**src/rtl/accel_pkg.sv**
```systemverilog
// ---------------------------------------------------------------------------
// accel_pkg
// Shared definitions for the accelerator AXI4-Stream packetizer slice.
//   ACCEL_DATA_W / ACCEL_ID_W / ACCEL_DEST_W / ACCEL_DEPTH : parameter defaults
//   accel_state_t : packetizer FSM state encoding (IDLE, STREAM, DRAIN)
// ---------------------------------------------------------------------------
package accel_pkg;

  localparam int ACCEL_DATA_W = 32;
  localparam int ACCEL_ID_W   = 8;
  localparam int ACCEL_DEST_W = 4;
  localparam int ACCEL_DEPTH  = 8;

  typedef enum logic [1:0] {
    ST_IDLE   = 2'd0,
    ST_STREAM = 2'd1,
    ST_DRAIN  = 2'd2
  } accel_state_t;

endpackage

```
**src/rtl/accel_sync_fifo.sv**
```systemverilog
// ---------------------------------------------------------------------------
// accel_sync_fifo
// Single-clock FIFO with a registered occupancy count. The head word is read
// combinationally from storage, so it stays stable until it is popped.
// Ports:
//   ACLK, ARESETN     clock, asynchronous active-low reset (pointers/count)
//   wr_en, wr_data    push request and data (ignored when full)
//   rd_en, rd_data    pop request (ignored when empty) and head word
//   full, empty       occupancy flags
//   count             number of stored words, 0..DEPTH
// ---------------------------------------------------------------------------
module accel_sync_fifo #(
  parameter int WIDTH = 33,
  parameter int DEPTH = 8
) (
  input  logic                     ACLK,
  input  logic                     ARESETN,
  input  logic                     wr_en,
  input  logic [WIDTH-1:0]         wr_data,
  input  logic                     rd_en,
  output logic [WIDTH-1:0]         rd_data,
  output logic                     full,
  output logic                     empty,
  output logic [$clog2(DEPTH):0]   count
);

  localparam int AW = $clog2(DEPTH);

  logic [WIDTH-1:0] mem [DEPTH];
  logic [AW-1:0]    wrPtr;
  logic [AW-1:0]    rdPtr;
  logic             doWrite;
  logic             doRead;

  assign full    = (count == (AW+1)'(DEPTH));
  assign empty   = (count == '0);
  assign doWrite = wr_en && !full;
  assign doRead  = rd_en && !empty;
  assign rd_data = mem[rdPtr];

  // DEPTH is a power of two, so the pointers wrap by natural overflow.
  always_ff @(posedge ACLK or negedge ARESETN) begin
    if (!ARESETN) begin
      wrPtr <= '0;
      rdPtr <= '0;
      count <= '0;
    end else begin
      if (doWrite) wrPtr <= wrPtr + 1'b1;
      if (doRead)  rdPtr <= rdPtr + 1'b1;
      case ({doWrite, doRead})
        2'b10:   count <= count + 1'b1;
        2'b01:   count <= count - 1'b1;
        default: count <= count;
      endcase
    end
  end

  // Storage has no reset: resetting the pointers discards the contents.
  always_ff @(posedge ACLK) begin
    if (doWrite) mem[wrPtr] <= wr_data;
  end

endmodule

```
**src/rtl/accel_axis_packetizer.sv**
```systemverilog
// ---------------------------------------------------------------------------
// accel_axis_packetizer
// Turns the core's result stream into AXI4-Stream packets. Each run is armed
// by cfg_start; words are buffered in a FIFO and TLAST is inserted every
// cfg_pkt_len beats (0 = no length boundary) and on the core's final word.
// Ports:
//   ACLK, ARESETN                 clock, asynchronous active-low reset
//   cfg_start, cfg_pkt_len,
//   cfg_id, cfg_dest              run configuration (sampled only in IDLE)
//   in_valid/in_ready, in_data,
//   in_last                       core result handshake
//   m_axis_*                      AXI4-Stream master
//   busy, done, pkt_count         status
//   dbg_state, dbg_fifo_count     FSM state and FIFO occupancy for observation
//
// Handshake rule (both interfaces): a word transfers on a rising edge where
// valid and ready are both high; valid never waits on ready, and the payload
// is held stable while valid is high and ready is low.
// ---------------------------------------------------------------------------
module accel_axis_packetizer
  import accel_pkg::*;
#(
  parameter int DATA_W = ACCEL_DATA_W,
  parameter int ID_W   = ACCEL_ID_W,
  parameter int DEST_W = ACCEL_DEST_W,
  parameter int DEPTH  = ACCEL_DEPTH
) (
  input  logic                   ACLK,
  input  logic                   ARESETN,
  input  logic                   cfg_start,
  input  logic [15:0]            cfg_pkt_len,
  input  logic [ID_W-1:0]        cfg_id,
  input  logic [DEST_W-1:0]      cfg_dest,
  input  logic                   in_valid,
  output logic                   in_ready,
  input  logic [DATA_W-1:0]      in_data,
  input  logic                   in_last,
  output logic                   m_axis_tvalid,
  input  logic                   m_axis_tready,
  output logic [DATA_W-1:0]      m_axis_tdata,
  output logic                   m_axis_tlast,
  output logic [DATA_W/8-1:0]    m_axis_tkeep,
  output logic [DATA_W/8-1:0]    m_axis_tstrb,
  output logic [ID_W-1:0]        m_axis_tid,
  output logic [DEST_W-1:0]      m_axis_tdest,
  output logic                   busy,
  output logic                   done,
  output logic [15:0]            pkt_count,
  output accel_state_t           dbg_state,
  output logic [$clog2(DEPTH):0] dbg_fifo_count
);

  accel_state_t          state;
  accel_state_t          nextState;
  logic [15:0]           pktLen;
  logic [ID_W-1:0]       runId;
  logic [DEST_W-1:0]     runDest;
  logic [15:0]           beatCnt;
  logic                  startRun;
  logic                  inHs;
  logic                  outHs;
  logic                  tlastBit;
  logic                  fifoFull;
  logic                  fifoEmpty;
  logic [DATA_W:0]       fifoHead;
  logic [$clog2(DEPTH):0] fifoCount;

  // cfg_start outside IDLE is simply not looked at.
  assign startRun = (state == ST_IDLE) && cfg_start;

  // Built from registered state and FIFO occupancy only; m_axis_tready never
  // reaches in_ready combinationally.
  assign in_ready = (state == ST_STREAM) && !fifoFull;
  assign inHs     = in_valid && in_ready;
  assign tlastBit = in_last || ((pktLen != 16'd0) && (beatCnt == pktLen - 16'd1));

  assign m_axis_tvalid = !fifoEmpty;
  assign outHs         = m_axis_tvalid && m_axis_tready;
  assign m_axis_tdata  = fifoHead[DATA_W-1:0];
  assign m_axis_tlast  = fifoHead[DATA_W];
  assign m_axis_tkeep  = '1;
  assign m_axis_tstrb  = '1;
  assign m_axis_tid    = runId;
  assign m_axis_tdest  = runDest;

  assign busy           = (state != ST_IDLE);
  assign dbg_state      = state;
  assign dbg_fifo_count = fifoCount;

  accel_sync_fifo #(
    .WIDTH (DATA_W + 1),
    .DEPTH (DEPTH)
  ) u_fifo (
    .ACLK    (ACLK),
    .ARESETN (ARESETN),
    .wr_en   (inHs),
    .wr_data ({tlastBit, in_data}),
    .rd_en   (m_axis_tready),
    .rd_data (fifoHead),
    .full    (fifoFull),
    .empty   (fifoEmpty),
    .count   (fifoCount)
  );

  always_ff @(posedge ACLK or negedge ARESETN) begin
    if (!ARESETN) state <= ST_IDLE;
    else          state <= nextState;
  end

  // in_ready is low in DRAIN, so an empty FIFO there means nothing is pending.
  always_comb begin
    nextState = state;
    case (state)
      ST_IDLE:   if (startRun)          nextState = ST_STREAM;
      ST_STREAM: if (inHs && in_last)   nextState = ST_DRAIN;
      ST_DRAIN:  if (fifoEmpty)         nextState = ST_IDLE;
      default:                          nextState = ST_IDLE;
    endcase
  end

  always_ff @(posedge ACLK or negedge ARESETN) begin
    if (!ARESETN) begin
      pktLen    <= '0;
      runId     <= '0;
      runDest   <= '0;
      beatCnt   <= '0;
      pkt_count <= '0;
      done      <= 1'b0;
    end else begin
      done <= (state == ST_DRAIN) && (nextState == ST_IDLE);

      if (startRun) begin
        pktLen  <= cfg_pkt_len;
        runId   <= cfg_id;
        runDest <= cfg_dest;
      end

      if (startRun)        beatCnt <= '0;
      else if (inHs)       beatCnt <= tlastBit ? 16'd0 : beatCnt + 16'd1;

      // The FIFO is always empty in IDLE, so a start never races an output TLAST.
      if (startRun)
        pkt_count <= '0;
      else if (outHs && m_axis_tlast && (pkt_count != 16'hFFFF))
        pkt_count <= pkt_count + 16'd1;
    end
  end

endmodule
```
**config.mk**
```make
export PLATFORM = sky130hd
export DESIGN_NAME = accel_axis_packetizer
export DESIGN_NICKNAME = d
export VERILOG_FILES = /design/src/rtl/accel_pkg.sv /design/src/rtl/accel_sync_fifo.sv /design/src/rtl/accel_axis_packetizer.sv
export SDC_FILE = /design/constraint.sdc
export NUM_CORES = 1
export LEC_CHECK = 0
export CORE_ASPECT_RATIO = 0.9
export CORE_UTILIZATION = 61
export DETAILED_ROUTE_END_ITERATION = 8
export PLACE_DENSITY = 0.93
export SYNTH_ARGS = -nofsm -noshare
export SYNTH_HDL_FRONTEND = slang
export SYNTH_SLANG_ARGS = --single-unit
```
**constraint.sdc**
```tcl
create_clock -name ACLK -period 7.9 [get_ports ACLK]
set_input_delay 1.185 -clock ACLK [delete_from_list [all_inputs] [get_ports ACLK]]
set_output_delay 1.185 -clock ACLK [all_outputs]
set_load 0.01 [all_outputs]
```
Word-level counts from Yosys, hierarchy flattened
Memory sizes are Yosys's and may differ from the RTL's. Index checks and enable logic that the tools add are counted.

Bits in registers: 73. Latch bits: 0. RAM bits: 264. ROM bits: 0. Bits of input ports: 66. Output and inout bits: 79. Logic and storage cells: 58. Memories kept: 1.

Memories: u_fifo.mem (words 8, width 33, read ports 1, clocked after Yosys merged registers in 0, write ports 1, line accel_sync_fifo.sv:29) `logic [WIDTH-1:0] mem [DEPTH];`.

$add $sub $neg: 7. Multipliers: 0. Div/mod/pow operators: 0. $lt $le $gt $ge: 0. Eq/ne operators: 7. Shift operators: 0. Mux-type cells: 12. Bitwise operators: 0. Reductions and logical operators: 21.

Operators with widths (count): $mux 16 (5); $add 16x1->16 const B (2); $eq 16x16->1 (1); $ne 16x16->1 const B (1); $reduce_bool 16->1 (1); $sub 16x1->16 const B (1); $logic_and 1x1->1 (10); $pmux 4 s2 (1); $reduce_bool 2->1 (4); $add 3x1->3 const B (2); $mux 2 (3); $pmux 2 s3 (1); $add 4x1->4 const B (1); $eq 2x1->1 const B (2); $eq 2x2->1 const B (2); $eq 4x4->1 const B (1); $logic_not 2->1 (2); $logic_not 4->1 (1); $sub 4x1->4 const B (1); $logic_not 1->1 (2); $mux 1 (2); $logic_or 1x1->1 (1).

Longest topological paths before layout
Word-level depth: 9. Depth in mapped cells: 13. Gate-level depth less buffers: 11.

By module
Synthesis repeated with hierarchy kept, for this count alone.

Cell total of the unflattened synthesis: 823. Area total of the unflattened synthesis: 14335.0 µm².

Modules (own cells, without submodules): accel_sync_fifo (instances 1, cells each 449, area each 10677.7 µm², seq. area each 8177.8 µm²); accel_axis_packetizer (instances 1, cells each 374, area each 3657.3 µm², seq. area each 1576.5 µm²).

Worst setup path before layout
No wires, ideal clock.

Kind: input to register. Start: input port in_valid. End: memory u_fifo.mem[4][0], enable pin. Library setup time: 518 ps. Arrival time: 5325 ps. Data required time: 7382 ps. Path slack: 2057 ps. Stages on the path: 5. Buffers on the path: 2. Cell sequence: and2_1 > buf_2 > clkinv_1 > buf_1 > nor4b_1.

Word-level cells in the longest chain between the ends: 4.

Ends and longest elaborated chain: start, declared (line accel_axis_packetizer.sv:34) `input logic in_valid,`; $logic_and 1x1->1 (line accel_axis_packetizer.sv:74) `assign inHs = in_valid && in_ready;`; $logic_and 1x1->1 (line accel_sync_fifo.sv:37) `assign doWrite = wr_en && !full;`; $mux 1 (line accel_sync_fifo.sv:60) `if (doWrite) mem[wrPtr] <= wr_data;`; $mux 1 (not written as such) (line accel_sync_fifo.sv:60); end, declared (line accel_sync_fifo.sv:29).

Every way passes these cells.

Worst setup path in the final report
Start: register u_fifo.rdPtr[0]. End: output port m_axis_tdata[22].

Word-level cells in the longest chain between the ends: 1.

Ends and longest elaborated chain: start, declared (line accel_sync_fifo.sv:31) `logic [AW-1:0] rdPtr;`; start signal, assigned (line accel_sync_fifo.sv:49) `if (doRead) rdPtr <= rdPtr + 1'b1;`; $mem_v2 8x33; end, declared (line accel_axis_packetizer.sv:40) `output logic [DATA_W-1:0] m_axis_tdata,`.

Every way passes these cells.

==> out/results.ini <==
[clock_tree]
clockRootBuffer = clkbuf_16
clock_latency_ps = 520
postCtsHoldBufs = 0
cts_tree = built
clkTransAtPathRegs_ps = 60
cts_made_buffers = 35
cts_setup_buffers = 0
clockBufferDepth = 3
clock-sinks = 337
htree_levels = 2
postCtsResizedCells = 0

[global_route]
grt_max_degree = 74
track_usage_pct = 25.7
grt_pass1_vias = 8003
grt_pass1_wl_mm = 45.3
antenna_found_initial = 0
overflow = 0

[pwr]
pwr-share-seq_pct = 41.1
vdd_drop_max_mv = 0.236
switching_power_uw = 1770
power_frac_comb_pct = 32.6
swShare_pct = 30.2
p_int_uw = 4090
cellPowerDensity_nw_per_um2 = 349
clkPwrFrac_pct = 26.3
p_leak_uw = 0.00580
power_uw = 5860

[run_status]
run_status = complete, no violations

[setup_path]
cp.arrival_ps = 3430
path_max_fanout = 54
crit_start = u_fifo.rdPtr[0]
critPathRequiredTime_ps = 6710
worstSetupPathType = register to primary output
start_kind = register
r2r-start = dbg_state[1]
end_kind = primary output

[yosys]
synth_fa_ha_area_share_pct = 0.860
synth_cells = 798
synth_top_area_share_pct = 56.8
yosysSeqAreaShare_pct = 69.8
synth_edf_count = 264
synthTopCellsByArea = edfxtp_1 57%, dfrtp_1 13%, mux4_2 11%
yosysTopAreaCell = edfxtp_1
yosys_most_used_dff = edfxtp_1
synth_compound_gate_area_share_pct = 2.27
synthMuxAreaShare_pct = 15.6
synth-xor-area-share_pct = 2.57
async_reset_ff_share_pct = 21.7
synth_simple_gate_area_share_pct = 6.88
synth_area_per_cell_um2 = 17.5
syn_area_um2 = 14000
ys_types = 56
yosysWarnings = 0
synth-seq-cells = 337
synth_top_family_by_area = multiplexers

[drt]
top_layer_used = met4
first_iter_violations = 712
met1Wirelength_mm = 11.7
vias = 7741
drc = 0
drtAntennaViolNets = 0
vias_per_cell = 6.10
dr.pass1.iters = 5
wl_met2_mm = 14.6
wl_met3_mm = 2.05
wl_mm = 29.0
wl_per_cell_um = 22.8

[die]
rows = 52
io_pins = 145
core_um2 = 22400
die_w_um = 162
dieArea_um2 = 23500
die_y_um = 146
initial_core_util_pct = 62.2

[cells_and_area]
synthToLayoutAreaGrowth_pct = 20.1
multi_input_area_um2 = 4020
final_cell_mix = 264 x edfxtp_1, 135 x clkdlybuf4s50_1, 71 x dfrtp_1
nFillCells = 1232
regArea_um2 = 9760
drive_gt1_share_pct = 22.9
nets = 1024
n_antenna_cell = 0
final_common_cell = edfxtp_1

[place]
hpwlAfterDp_mm = 17.0
place_congestion = 0.840
portBuffers = 136

[worst_hold_path]
hold_class = register to register
holdCritStartpoint = m_axis_tdest[3]

[timing]
finClkSkew_ps = 19.9
maxSlewHeadroom_pct = 30.4
hold_viol = 0
finalSetupTns_ps = 0
max_freq_mhz = 217
rsz0062_at_grt = no
finalCritPeriodShare_pct = 58.4
worst_slew_pin_slew_ps = 1040
final_max_slew_viol_count = 0
layout_min_cycle_time_ps = 4610
finalSetupViolations = 0

[job]
maxCapViolCount = 0

metal layers:
| metal | GRT usage, % | vias to the layer above |
|---|---|---|
| met4 | 8.02 | 0 |
| met3 | 4.73 | 50 |
| met5 | 0 | - |
| met1 | 35.0 | 3929 |
| met2 | 42.6 | 344 |
| li1 | - | 3418 |
per-stage QoR:
step           util, %  std cells  hold WS, ps  setup slack [ps]  area [um2]
2_1_floorplan        -        805          495              2060       14000
3_3_place_gp      69.9       1209          490              3670       15700
3_5_place_dp      69.9       1209          497              3550       15700
4_1_cts           74.7       1270          508              3160       16800
5_1_grt           74.7       1270          514              3040       16800
6_report          74.7       1270          505              3290       16800
cell families after synthesis:
group,count (synthesis)
AOI/OAI and AO/OA,46
xor gates and xnor gates,41
adders and majority gates,9
buffers and inverters,60
DFF,337
muxes,128
other,1
and+or+nand+nor,176
layout make-up:
cell class / instances / share of cell area, %
inverter: 14 / 0.313
sequential: 337 / 58.2
tap: 297 / 2.22
timing repair buffer: 153 / 8.86
clock buffer: 40 / 5.46
multi-input combinational: 408 / 24.0
clock inverter: 21 / 1.00
worst paths after layout:
| kind | endpoint | slack, ps | cells past startpoint |
|---|---|---|---|
| min in group asynchronous | m_axis_tid[4] | 820 | 1 |
| setup / recovery | m_axis_tdata[22] | 3290 | 4 |
| hold reg to reg | m_axis_tdest[3] | 510 | 1 |
| setup reg to reg | u_fifo.count[3] | 4260 | 11 |
| hold / removal | m_axis_tdest[3] | 510 | 1 |
| max in group asynchronous | u_fifo.rdPtr[0] | 6370 | 1 |
critical path, stage by stage, from the launching register on:
cell and delay, ps:
dfrtp_4 610, buf_4 860, mux4_2 640, mux2_2 310, clkdlybuf4s50_1 480
power by group through the flow:
stage	Sequential [uW]	Combinational, uW	Clock [uW]
6_report	2410	1910	1540
5_1_grt	2440	2050	1630
4_1_cts	2410	1940	1570
3_5_place_dp	2430	1910	0
3_3_place_gp	2410	1850	0
2_1_floorplan	2340	1230	0
synth_stat cells, types with 14 or more instances:
master and n:
clkbuf_1 23, dfrtp_1 73, edfxtp_1 264, mux2_2 58, mux4_2 66, nand2_1 52
nand3_1 14, nor2_1 28, o21ai_0 20, xor2_1 30
state kept, by name (all words and copies together), names as in the netlist, 4 cells and up:
name,flops
pkt_count,16
beatCnt,16
pktLen,16
m_axis_tdest,4
u_fifo.mem,264
u_fifo.count,4
m_axis_tid,8
No activity file was read; power rests on OpenSTA's default activity.
